`config.mk`:
```
export PLATFORM = sky130hd
export DESIGN_NAME = pattern_sequencer_flat
export DESIGN_NICKNAME = d
export VERILOG_FILES = /design/src/rtl/pattern_sequencer_pkg.sv /design/src/rtl/pattern_sequencer_if.sv /design/src/rtl/pattern_sequencer_seq_mem.sv /design/src/rtl/pattern_sequencer.sv /design/src/flat_wrapper.sv
export SDC_FILE = /design/constraint.sdc
export NUM_CORES = 1
export LEC_CHECK = 0
export CORE_ASPECT_RATIO = 1.5
export CORE_MARGIN = 1
export CORE_UTILIZATION = 30
export DETAILED_ROUTE_END_ITERATION = 12
export PLACE_DENSITY_LB_ADDON = 0.3
export SLEW_MARGIN = 10
export SYNTH_ARGS = -nofsm -noshare
export SYNTH_HDL_FRONTEND = slang
export SYNTH_HIERARCHICAL = 1
export SYNTH_SLANG_ARGS = --single-unit
```
`constraint.sdc`:
```
create_clock -name clk -period 3.6 [get_ports clk]
set_input_delay 0.72 -clock clk [delete_from_list [all_inputs] [get_ports clk]]
set_output_delay 0.72 -clock clk [all_outputs]
set_load 0.01 [all_outputs]
```
`src/rtl/pattern_sequencer_pkg.sv`:
```
// Shared definitions for the Sly-Man-Says pattern sequencer: FSM state encoding,
// colour codes and a counter-width helper.
package pattern_sequencer_pkg;

    typedef enum logic [2:0] {
        S_IDLE     = 3'd0,
        S_APPEND   = 3'd1,
        S_SHOW_ON  = 3'd2,
        S_SHOW_OFF = 3'd3,
        S_WAIT_IN  = 3'd4,
        S_FAIL     = 3'd5,
        S_WIN      = 3'd6
    } state_t;

    localparam logic [1:0] RED = 2'd0;
    localparam logic [1:0] GRN = 2'd1;
    localparam logic [1:0] BLU = 2'd2;
    localparam logic [1:0] YEL = 2'd3;

    // Bits needed to count 0..n-1, never less than one.
    function automatic int cnt_width(input int n);
        return (n > 1) ? $clog2(n) : 1;
    endfunction

endpackage

```
`src/rtl/pattern_sequencer_if.sv`:
```
// Game-side signals of the pattern sequencer: LFSR input, start/button events,
// LED drive and status. The sequencer uses the slave modport.
interface pattern_sequencer_if #(
    parameter int MAX_LEN = 32
);
    localparam int W = $clog2(MAX_LEN + 1);

    logic [31:0]  random_num;
    logic         start;
    logic         btn_valid;
    logic [1:0]   btn_color;
    logic         led_en;
    logic [1:0]   led_color;
    logic         awaiting_input;
    logic [W-1:0] round_len;
    logic         game_over;
    logic         win;

    modport master (
        output random_num, start, btn_valid, btn_color,
        input  led_en, led_color, awaiting_input, round_len, game_over, win
    );

    modport slave (
        input  random_num, start, btn_valid, btn_color,
        output led_en, led_color, awaiting_input, round_len, game_over, win
    );

endinterface

```
`src/rtl/pattern_sequencer_seq_mem.sv`:
```
// Colour sequence storage: DEPTH x 2-bit register file, one synchronous write
// port and one asynchronous read port.
module pattern_sequencer_seq_mem #(
    parameter int DEPTH = 32,
    parameter int AW    = 5
) (
    input  logic          clk,
    input  logic          we,
    input  logic [AW-1:0] waddr,
    input  logic [1:0]    wdata,
    input  logic [AW-1:0] raddr,
    output logic [1:0]    rdata
);

    logic [1:0] mem [DEPTH];

    // NOTE: no reset on the array; entries at or beyond the current length are never read.
    always_ff @(posedge clk) begin
        if (we) begin
            mem[waddr] <= wdata;
        end
    end

    assign rdata = mem[raddr];

endmodule

```
`src/rtl/pattern_sequencer.sv`:
```
// Sly-Man-Says sequencer: grows a random colour sequence by one each round,
// plays it on the LED, then checks the player's presses against it.
module pattern_sequencer
    import pattern_sequencer_pkg::*;
#(
    parameter int MAX_LEN        = 32,
    parameter int LED_ON_CYCLES  = 25000000,
    parameter int LED_OFF_CYCLES = 12500000
) (
    input  logic                clk,
    input  logic                reset,
    pattern_sequencer_if.slave  bus
);

    localparam int W  = $clog2(MAX_LEN + 1);
    localparam int AW = cnt_width(MAX_LEN);
    localparam int TW = cnt_width((LED_ON_CYCLES > LED_OFF_CYCLES) ? LED_ON_CYCLES : LED_OFF_CYCLES);

    localparam logic [TW-1:0] ON_LAST  = TW'(LED_ON_CYCLES - 1);
    localparam logic [TW-1:0] OFF_LAST = TW'(LED_OFF_CYCLES - 1);
    localparam logic [W-1:0]  LEN_MAX  = W'(MAX_LEN);

    state_t        state;
    logic [W-1:0]  len;
    logic [W-1:0]  idx;
    logic [TW-1:0] timer;
    logic          led_en_q;
    logic          awaiting_q;
    logic          game_over_q;
    logic          win_q;
    logic [1:0]    cur_color;
    logic          last_idx;

    // Only the low two LFSR bits pick a colour.
    logic unused_rand_bits;
    assign unused_rand_bits = ^bus.random_num[31:2];

    assign last_idx = (idx == len - W'(1));

    pattern_sequencer_seq_mem #(
        .DEPTH(MAX_LEN),
        .AW   (AW)
    ) u_seq_mem (
        .clk  (clk),
        .we   (state == S_APPEND),
        .waddr(len[AW-1:0]),
        .wdata(bus.random_num[1:0]),
        .raddr(idx[AW-1:0]),
        .rdata(cur_color)
    );

    // NOTE: all state updates use non-blocking assignments so every register sees pre-edge values.
    always_ff @(posedge clk) begin
        if (reset) begin
            state       <= S_IDLE;
            len         <= '0;
            idx         <= '0;
            timer       <= '0;
            led_en_q    <= 1'b0;
            awaiting_q  <= 1'b0;
            game_over_q <= 1'b0;
            win_q       <= 1'b0;
        end else begin
            case (state)
                S_IDLE, S_FAIL, S_WIN: begin
                    if (bus.start) begin
                        state       <= S_APPEND;
                        len         <= '0;
                        idx         <= '0;
                        game_over_q <= 1'b0;
                        win_q       <= 1'b0;
                    end
                end
                S_APPEND: begin
                    len      <= len + W'(1);
                    idx      <= '0;
                    timer    <= '0;
                    led_en_q <= 1'b1;
                    state    <= S_SHOW_ON;
                end
                S_SHOW_ON: begin
                    if (timer == ON_LAST) begin
                        timer    <= '0;
                        led_en_q <= 1'b0;
                        state    <= S_SHOW_OFF;
                    end else begin
                        timer <= timer + TW'(1);
                    end
                end
                S_SHOW_OFF: begin
                    if (timer == OFF_LAST) begin
                        timer <= '0;
                        if (last_idx) begin
                            idx        <= '0;
                            awaiting_q <= 1'b1;
                            state      <= S_WAIT_IN;
                        end else begin
                            idx      <= idx + W'(1);
                            led_en_q <= 1'b1;
                            state    <= S_SHOW_ON;
                        end
                    end else begin
                        timer <= timer + TW'(1);
                    end
                end
                S_WAIT_IN: begin
                    if (bus.btn_valid) begin
                        if (bus.btn_color != cur_color) begin
                            awaiting_q  <= 1'b0;
                            game_over_q <= 1'b1;
                            state       <= S_FAIL;
                        end else if (!last_idx) begin
                            idx <= idx + W'(1);
                        end else if (len == LEN_MAX) begin
                            awaiting_q <= 1'b0;
                            win_q      <= 1'b1;
                            state      <= S_WIN;
                        end else begin
                            idx        <= '0;
                            awaiting_q <= 1'b0;
                            state      <= S_APPEND;
                        end
                    end
                end
                default: state <= S_IDLE;
            endcase
        end
    end

    // Colour is forced dark whenever the LED is off, so it never leaks a sequence entry.
    assign bus.led_en         = led_en_q;
    assign bus.led_color      = led_en_q ? cur_color : 2'b00;
    assign bus.awaiting_input = awaiting_q;
    assign bus.round_len      = len;
    assign bus.game_over      = game_over_q;
    assign bus.win            = win_q;

endmodule

```
`src/flat_wrapper.sv`:
```
// flat-port wrapper written by rule: the top's interface ports become plain ports
module pattern_sequencer_flat import pattern_sequencer_pkg::*;
#(
    parameter int MAX_LEN        = 32,
    parameter int LED_ON_CYCLES  = 25000000,
    parameter int LED_OFF_CYCLES = 12500000
)
  (clk, reset, bus_random_num, bus_start, bus_btn_valid, bus_btn_color, bus_led_en, bus_led_color, bus_awaiting_input, bus_round_len, bus_game_over, bus_win);
  pattern_sequencer_if #(.MAX_LEN(MAX_LEN)) bus_i ();
  input  logic clk;
  input  logic reset;
  input wire logic [$bits(bus_i.random_num)-1:0] bus_random_num;
  input wire logic [$bits(bus_i.start)-1:0] bus_start;
  input wire logic [$bits(bus_i.btn_valid)-1:0] bus_btn_valid;
  input wire logic [$bits(bus_i.btn_color)-1:0] bus_btn_color;
  output wire logic [$bits(bus_i.led_en)-1:0] bus_led_en;
  output wire logic [$bits(bus_i.led_color)-1:0] bus_led_color;
  output wire logic [$bits(bus_i.awaiting_input)-1:0] bus_awaiting_input;
  output wire logic [$bits(bus_i.round_len)-1:0] bus_round_len;
  output wire logic [$bits(bus_i.game_over)-1:0] bus_game_over;
  output wire logic [$bits(bus_i.win)-1:0] bus_win;
  assign bus_i.random_num = bus_random_num;
  assign bus_i.start = bus_start;
  assign bus_i.btn_valid = bus_btn_valid;
  assign bus_i.btn_color = bus_btn_color;
  assign bus_led_en = bus_i.led_en;
  assign bus_led_color = bus_i.led_color;
  assign bus_awaiting_input = bus_i.awaiting_input;
  assign bus_round_len = bus_i.round_len;
  assign bus_game_over = bus_i.game_over;
  assign bus_win = bus_i.win;
  pattern_sequencer #(.MAX_LEN(MAX_LEN), .LED_ON_CYCLES(LED_ON_CYCLES), .LED_OFF_CYCLES(LED_OFF_CYCLES)) u_core (.clk(clk), .reset(reset), .bus(bus_i));
endmodule
```
# == Yosys cells after proc, flatten, opt, wreduce, memory -nomap -nowiden ==
# Memories as Yosys holds them, arrays and structs flattened. A register that Yosys moved wholly into a read port is not among the register bits.
# Cells that the tools add are included.
# classes
n_eq_ne,23
n_mul,0
reduce_logical,14
bitwise,0
n_addsub,4
shift,0
mux,45
n_div,0
magnitude_cmp,0
# ops
cell,count
one-hot mux 25 bit (3 select lines),1
two-way mux 25 bit,2
two-way mux 6 bit,7
adder 25 x 1 -> 25 bit (second input constant),1
equality test 25 x 24 -> 1 bit (second input constant),1
equality test 25 bit (second input constant),1
two-way mux 3 bit,8
one-hot mux 6 bit (4 select lines),1
two-way mux 1 bit,17
one-hot mux 3 bit (5 select lines),1
adder 6 x 1 -> 6 bit (second input constant),2
!= test 2 x 1 -> 1 bit (second input constant),6
one-hot mux 6 bit (2 select lines),1
AND reduction 6 bit,2
two-way mux 5 bit,2
AND reduction 5 bit,2
equality test 3 bit (second input constant),3
!= test 2 bit (second input constant),4
AND reduction 4 bit,2
equality test 3 x 2 -> 1 bit (second input constant),2
equality test 6 bit,1
equality test 6 bit (second input constant),1
one-hot mux 1 bit (2 select lines),3
nonzero test 2 bit,3
12 further kinds,12
# totals
register_bits,44
rom_bits,0
latch_bits,0
mem_count,1
wordCells,95
ramBits,64
output_inout_bits,12
# mem_list
memory,words,word_bits,read_ports,rd_clocked_by_memory_dff,wr,line_no,text
u_core.u_seq_mem.mem,32,2,1,1,1,pattern_sequencer_seq_mem.sv:15,logic [1:0] mem [DEPTH];

# == Longest topological paths before layout ==
# Gate-level depths: netlist (run 1).
# depth
word_depth,8
depth_mapped,13
mapped_depth_nobuf,11

# == Modules after synthesis ==
# The synthesis (run 1) kept the hierarchy.
# modules_own_cells
module,area_each_um2,seq_area_each_um2,n_inst,cells_each
pattern_sequencer_seq_mem,2743.9,1921.8,1,182
pattern_sequencer,2665.1,880.8,1,331

# == Worst setup path before layout (run 1) ==
# No wires, ideal clock.
# synth_path
kind,reg-to-reg
start,register u_core.idx[0]
end,register u_core.idx[2]
setup_time_ps,133
path_stages_with_launch,14
required_ps,3467
path_buffers,3
path_slack_ps,1007
t_arrival_ps,2460
cell_sequence,dfxtp_1 buf_6 buf_8 buf_6 mux2i_1 a22oi_1 a31oi_1 o311ai_1 xnor2_1 nand2_1 a21oi_1 o211a_1 a2bb2oi_2 o221ai_1
# synth_between
elab_chain_len,5
# synth_rtl
item,line_no,text
"start, declared",pattern_sequencer.sv:25,logic [W-1:0] idx;
"start signal, assigned",pattern_sequencer.sv:98,idx <= idx + W'(1);
"start signal, assigned",pattern_sequencer.sv:113,idx <= idx + W'(1);
adder 6 x 1 -> 6 bit / equality test 6 bit (equally long branches),"pattern_sequencer.sv:98, pattern_sequencer.sv:113, pattern_sequencer.sv:38",
two-way mux 6 bit,pattern_sequencer.sv:112,end else if (!last_idx) begin
two-way mux 6 bit,pattern_sequencer.sv:108,if (bus.btn_color != cur_color) begin
two-way mux 6 bit,pattern_sequencer.sv:107,if (bus.btn_valid) begin
one-hot mux 6 bit (4 select lines),pattern_sequencer.sv:64,case (state)
# Several ways; a longest one is shown, not always the timed one. The select of a mux whose other input is x is not followed.
# A chain may end at the register's enable or synchronous reset.

==> impl_metrics.ini, run 1 <==
[clock_network]
cts_tree = built
cts_buffers = 9
clk_pin_slew_worst_paths_ns = 0.08
ctsHtreeMaxLevel = 3
clk_latency_ns = 0.36
root_buffer = clkbuf_16
cts.hold.buffers_added = 0
clk_path_buf_depth = 2
clkSinkCount = 108

[sta]
slew_viol_final = 0
worst_slew_pin_slew_ns = 0.820
fin_crit_ns = 3.51
hold_viol_final = 0
slew-limit-headroom = 0.449
finalClockSkew_ns = 0.00850
rsz0062_at_grt = no
setup_viol = 0
fmax_ghz = 0.285
fin_crit_sh = 0.975
fin_setup_tns_ns = 0

[logic_synthesis]
synth_edf_count = 64
synth_largest_area_cell = edfxtp_1
syn_nets = 556
avgSynthCellArea_sq_um = 10.5
synthSimpleGateAreaFrac = 0.216
synth_commonest_cells = 77 x nor2_1, 64 x edfxtp_1, 44 x dfxtp_1
ys_types = 63
synth_top_area_frac = 0.355
synth_compound_area_frac = 0.108
synth_area_sq_um = 5410
synth_area_leaders = edfxtp_1 36%, dfxtp_1 16%, mux2i_1 6.5%, nor2_1 5.3%, nand2_1 2.5%
synthArstFlopShare = 0
ys_ff_latch = 108
yosysSeqAreaShare = 0.518
synthCells = 513
ys.flop_type = edfxtp_1
synth_mux_area_frac = 0.0648
yosys_warnings = 6
post-synth-top-count-cell = nor2_1
synth_top_family_by_area = simple AND/OR/NAND/NOR gates
synth-adder-area-share = 0.0134
synthXorXnorAreaFrac = 0.0421

[drt]
totalWireLength_um = 12500
drc = 2
ant_nets = 0
vias = 3972
dr.pass1.iters = 11
avgRoutedWirePerCell_um = 16.6
drtIter0Drc = 260
vias_per_cell = 5.27

[power_and_ir_drop]
pwr-share-clk = 0.301
p_total_w = 0.00340
p_comb_frac = 0.272
p_sw_frac = 0.342
p_leak_nw = 1.93
power.switching_w = 0.00116
peakVddDrop_mv = 0.219
internal_power_w = 0.00224
pwr-share-seq = 0.426
power_density_nw_per_um2 = 549

[worst_setup_path]
critical_path_class = flop to output pin
crit_path_max_fanout = 16
critPathRequiredTime_ns = 2.88
cp.arrival_ns = 2.79
start_kind = flop
cp-end-kind = output pin
r2r_cells = 12

[global_routing]
antenna_found_initial = 0
grt.total_usage = 0.141
grt_pass1_wl_um = 20600
grt_pass1_vias = 4111
grt_overflow_total = 0
grt_max_degree = 33

[placement]
portBuffers = 19
place.gp.congestion = 0.838
dpl.hpwl_um = 8830

[finish]
area_growth_pct = 14.4
n_fill_cell = 1725
multi_input_area_sq_um = 2410
nets = 579
seq_area_sq_um = 2810
layout-drive-gt1-share = 0.0813
antenna-diode-count = 0

[outcome]
violations = DRC
status = finished with violations

[die]
core_sq_um = 17500
die_h_um = 166
initial_core_util = 0.309
row_count = 59
ios = 50
die_w_um = 112
die-area_sq_um = 18600

[hold_path]
min_path_cells = 2
hp-class = flop to flop

[flow_run]
drv_cap = 0
## metal layers
metal	part of all wire	global-route usage	routed length (um)
met2	0.55	0.263	6860
met1	0.40	0.154	5030
met5	0	0	0
met4	0.018	0.0541	232
met3	0.034	0.0284	423
## sequential cells by signal, summed over array words and instances, names as in the netlist
signal and count:
u_core/bus.win 1, u_core/bus.game_over 1, u_core/u_seq_mem/mem 64, u_core/bus.round_len 6, u_core/idx 6, u_core/timer 25
u_core/bus.awaiting_input 1, u_core/state 3, u_core/bus.led_en 1
## layout by cell type (no fill, tap or decap), types with 3 or more instances in the layout
cell and count:
and2_1 6, dfxtp_1 43, nand4bb_1 3, a21oi_1 14, a311oi_1 4, xor2_1 12, or3b_1 3, nor2b_1 5
a31oi_1 7, o221ai_1 3, nand3_1 16, clkdlybuf4s50_1 19, nand4_1 10, nand3b_1 7, inv_8 5, xnor2_1 14
nor3_1 11, buf_4 13, nand2_1 36, edfxtp_1 64, mux2i_1 35, nor4bb_1 3, o21ai_0 12, ha_1 5
nor2_1 77, and3_1 9, nand2b_1 5, clkbuf_16 9, a22oi_1 16, inv_1 17, a211oi_1 5, nand4b_1 8
## final timing paths
check / startpoint / end / slack [ns]
setup / recovery: u_core/idx[0] / bus_led_color[0] / 0.09
setup reg to reg: u_core/idx[0] / u_core/idx[2] / 0.45
hold / removal: u_core/bus.game_over / u_core/bus.game_over / 0.50
hold reg to reg: u_core/bus.game_over / u_core/bus.game_over / 0.50
## cell type report
cell class	count	share of cell area
Clock inverter	7	0.0144
Tap cell	213	0.0431
Multi-Input combinational cell	366	0.389
Timing Repair Buffer	34	0.0530
Clock buffer	9	0.0364
Sequential cell	108	0.453
Inverter	17	0.0103
## what timing repair did
item | in CTS | in global routing
endpoints found under the setup margin | 1 | 0
buffers inserted | 0 | 0
resized for setup | 2 | 0
## stage by stage
| step | instances | cell area [sq um] | hold WS [ns] | utilization | setup slack (ns) |
|---|---|---|---|---|---|
| 5_1_grt | 754 | 6190 | 0.559 | 0.354 | 0.000805 |
| 3_3_place_gp | 738 | 5860 | 0.478 | 0.335 | 0.418 |
| 6_report | 754 | 6190 | 0.501 | 0.354 | 0.0909 |
| 3_5_place_dp | 738 | 5860 | 0.486 | 0.335 | 0.359 |
| 2_1_floorplan | 513 | 5410 | 0.481 | - | 1.01 |
| 4_1_cts | 754 | 6190 | 0.506 | 0.354 | 0.0642 |
## critical path, cell delays in order (launching register included)
cell             delay (ns)
dfxtp_4                0.43
buf_12                 0.19
mux2i_1                0.30
a22oi_1                0.13
and4b_1                0.21
a31oi_1                0.24
o311ai_2               0.23
and2_1                 0.22
clkdlybuf4s50_1        0.48
## cell families (layout without fill, tap and decap cells)
| group | after synthesis | after routing |
|---|---|---|
| flops | 108 | 108 |
| compound gates | 80 | 80 |
| mux | 35 | 35 |
| buf+inv | 39 | 67 |
| simple gates | 219 | 219 |
| xor+xnor | 26 | 26 |
| fa+ha+maj | 6 | 6 |
## power by group through the flow
stage	registers [W]	logic, W	clock network (W)
floorplan	0.00142	0.000696	0
global placement	0.00147	0.000900	0
detailed placement	0.00148	0.000916	0
CTS	0.00145	0.000925	0.00106
global route	0.00146	0.00100	0.00111
finish	0.00145	0.000925	0.00102
Power figures use the tool's default switching activity.
==> run 2, diff against run 1 <==
- CORE_UTILIZATION: 30 -> 55
==> impl_metrics.ini, run 2 (synthesis results as in run 1) <==
[worst_setup_path]
crit_family = buffers and inverters
cp-end-kind = output pin
critPathRequiredTime_ns = 2.88
start_kind = flop
critical_path_class = flop to output pin
crit_chain = buf_12, mux2i_1, a22oi_1, and4b_1, a31oi_1, o311ai_1, and2_1, clkdlybuf4s50_1
crit_path_max_fanout = 24
cp_slowest_cell = dfxtp_2
critPathMaxStageDelay_ns = 0.52
crit_buf_inv = 2
cp.arrival_ns = 2.77

[flow_run]
drv_cap = 0

[drt]
vias_per_cell = 6.22
dr.pass1.iters = 5
ant_nets = 0
totalWireLength_um = 11600
avgRoutedWirePerCell_um = 18.0
drtIter0Drc = 246
vias = 4033
drc = 0

[die]
core_sq_um = 9630
die_w_um = 83.0
ios = 50
die-area_sq_um = 10200
row_count = 44
initial_core_util = 0.561
die_h_um = 123

[finish]
layout_common_cells = 77 x nor2_1, 64 x edfxtp_1, 42 x dfxtp_1
layout-drive-gt1-share = 0.0694
nets = 571
top_regs = u_core/u_seq_mem/mem: 64 flops, u_core/timer: 25 flops
final_common_cell = nor2_1
antenna-diode-count = 0
largest_register = u_core/u_seq_mem/mem
largest_reg_flops = 64
area_growth_pct = 10.6

[sta]
slew_viol_final = 0
finalClockSkew_ns = 0.00737
holdWs_ns = 0.483
fin_crit_ns = 3.49
fin_crit_sh = 0.970
rsz0062_at_grt = no
fin_setup_tns_ns = 0
slew-limit-headroom = 0.290
fmax_ghz = 0.287
worst_slew_pin_slew_ns = 1.06
setup_viol = 0
hold_viol_final = 0

[power_and_ir_drop]
peakVddDrop_mv = 0.466
p_comb_frac = 0.265
pwr-share-clk = 0.298
power_density_nw_per_um2 = 556
power.switching_w = 0.00108
p_sw_frac = 0.324
pwr-share-seq = 0.437
p_leak_nw = 1.87
internal_power_w = 0.00225

[clock_network]
cts_tree = built
clk_latency_ns = 0.35
root_buffer = clkbuf_16
clk_pin_slew_worst_paths_ns = 0.07
cts_buffers = 9
ctsHtreeMaxLevel = 3
clkSinkCount = 108
clk_path_buf_depth = 2
cts.hold.buffers_added = 0

[global_routing]
antenna_found_initial = 0
grt_max_degree = 33
grt_pass1_vias = 3911
grt.total_usage = 0.236
grt_pass1_wl_um = 18600
grt_overflow_total = 0

[outcome]
status = finished clean

[hold_path]
hp-class = flop to flop

[placement]
portBuffers = 19
place.gp.congestion = 0.834
dpl.hpwl_um = 7810
[run 2: power groups by stage]
stage | Sequential [W] | Combinational (W) | Clock (W)
2_1_floorplan | 0.00142 | 0.000696 | 0
3_3_place_gp | 0.00147 | 0.000849 | 0
3_5_place_dp | 0.00148 | 0.000869 | 0
4_1_cts | 0.00145 | 0.000876 | 0.00100
5_1_grt | 0.00146 | 0.000954 | 0.00106
6_report | 0.00145 | 0.000882 | 0.000991
[run 2: final cells by class]
cell class | instances | area, sq um
Clock buffer | 9 | 225
Clock inverter | 7 | 73.8
Fill cell | 770 | 3650
Inverter | 17 | 63.8
Multi-Input combinational cell | 366 | 2420
Sequential cell | 108 | 2810
Tap cell | 115 | 144
Timing Repair Buffer | 26 | 255
[run 2: timing repair]
action                     in CTS  in global routing
gates resized for setup         2                  3
buffers inserted                0                  0
pin swaps                       0                  0
setup endpoints to repair       2                  1
[run 2: metrics by stage]
stage                     utilization  area (sq um)  std cells  setup WS (ns)  power [W]
final                           0.621          5980        648          0.110    0.00333
after global routing            0.621          5980        648        0.00110    0.00348
after CTS                       0.620          5970        648         0.0778    0.00333
after detailed placement        0.588          5670        632          0.258    0.00235
after global placement          0.588          5670        632          0.332    0.00232
after floorplan                     -          5410        513           1.01    0.00212
[run 2: final timing paths]
path | cells past startpoint | start | end | slack, ns
max | 8 | u_core/idx[0] | bus_led_color[1] | 0.11
min | 2 | u_core/bus.led_en | u_core/bus.led_en | 0.48
max reg2reg | 12 | u_core/idx[0] | u_core/idx[5] | 0.44
min reg2reg | 2 | u_core/bus.led_en | u_core/bus.led_en | 0.48
[run 2: metal layers]
layer / track usage / share of wire / up-vias
met1: 0.259 / 0.39 / 1963
li1: - / - / 1929
met5: 0 / 0 / -
met3: 0.0454 / 0.041 / 20
met2: 0.456 / 0.55 / 121
met4: 0.0776 / 0.015 / 0
[run 2: worst min-delay path, stage by stage (launching register included)]
cell,delay [ns]
dfxtp_1,0.34
inv_1,0.06
a21oi_1,0.05
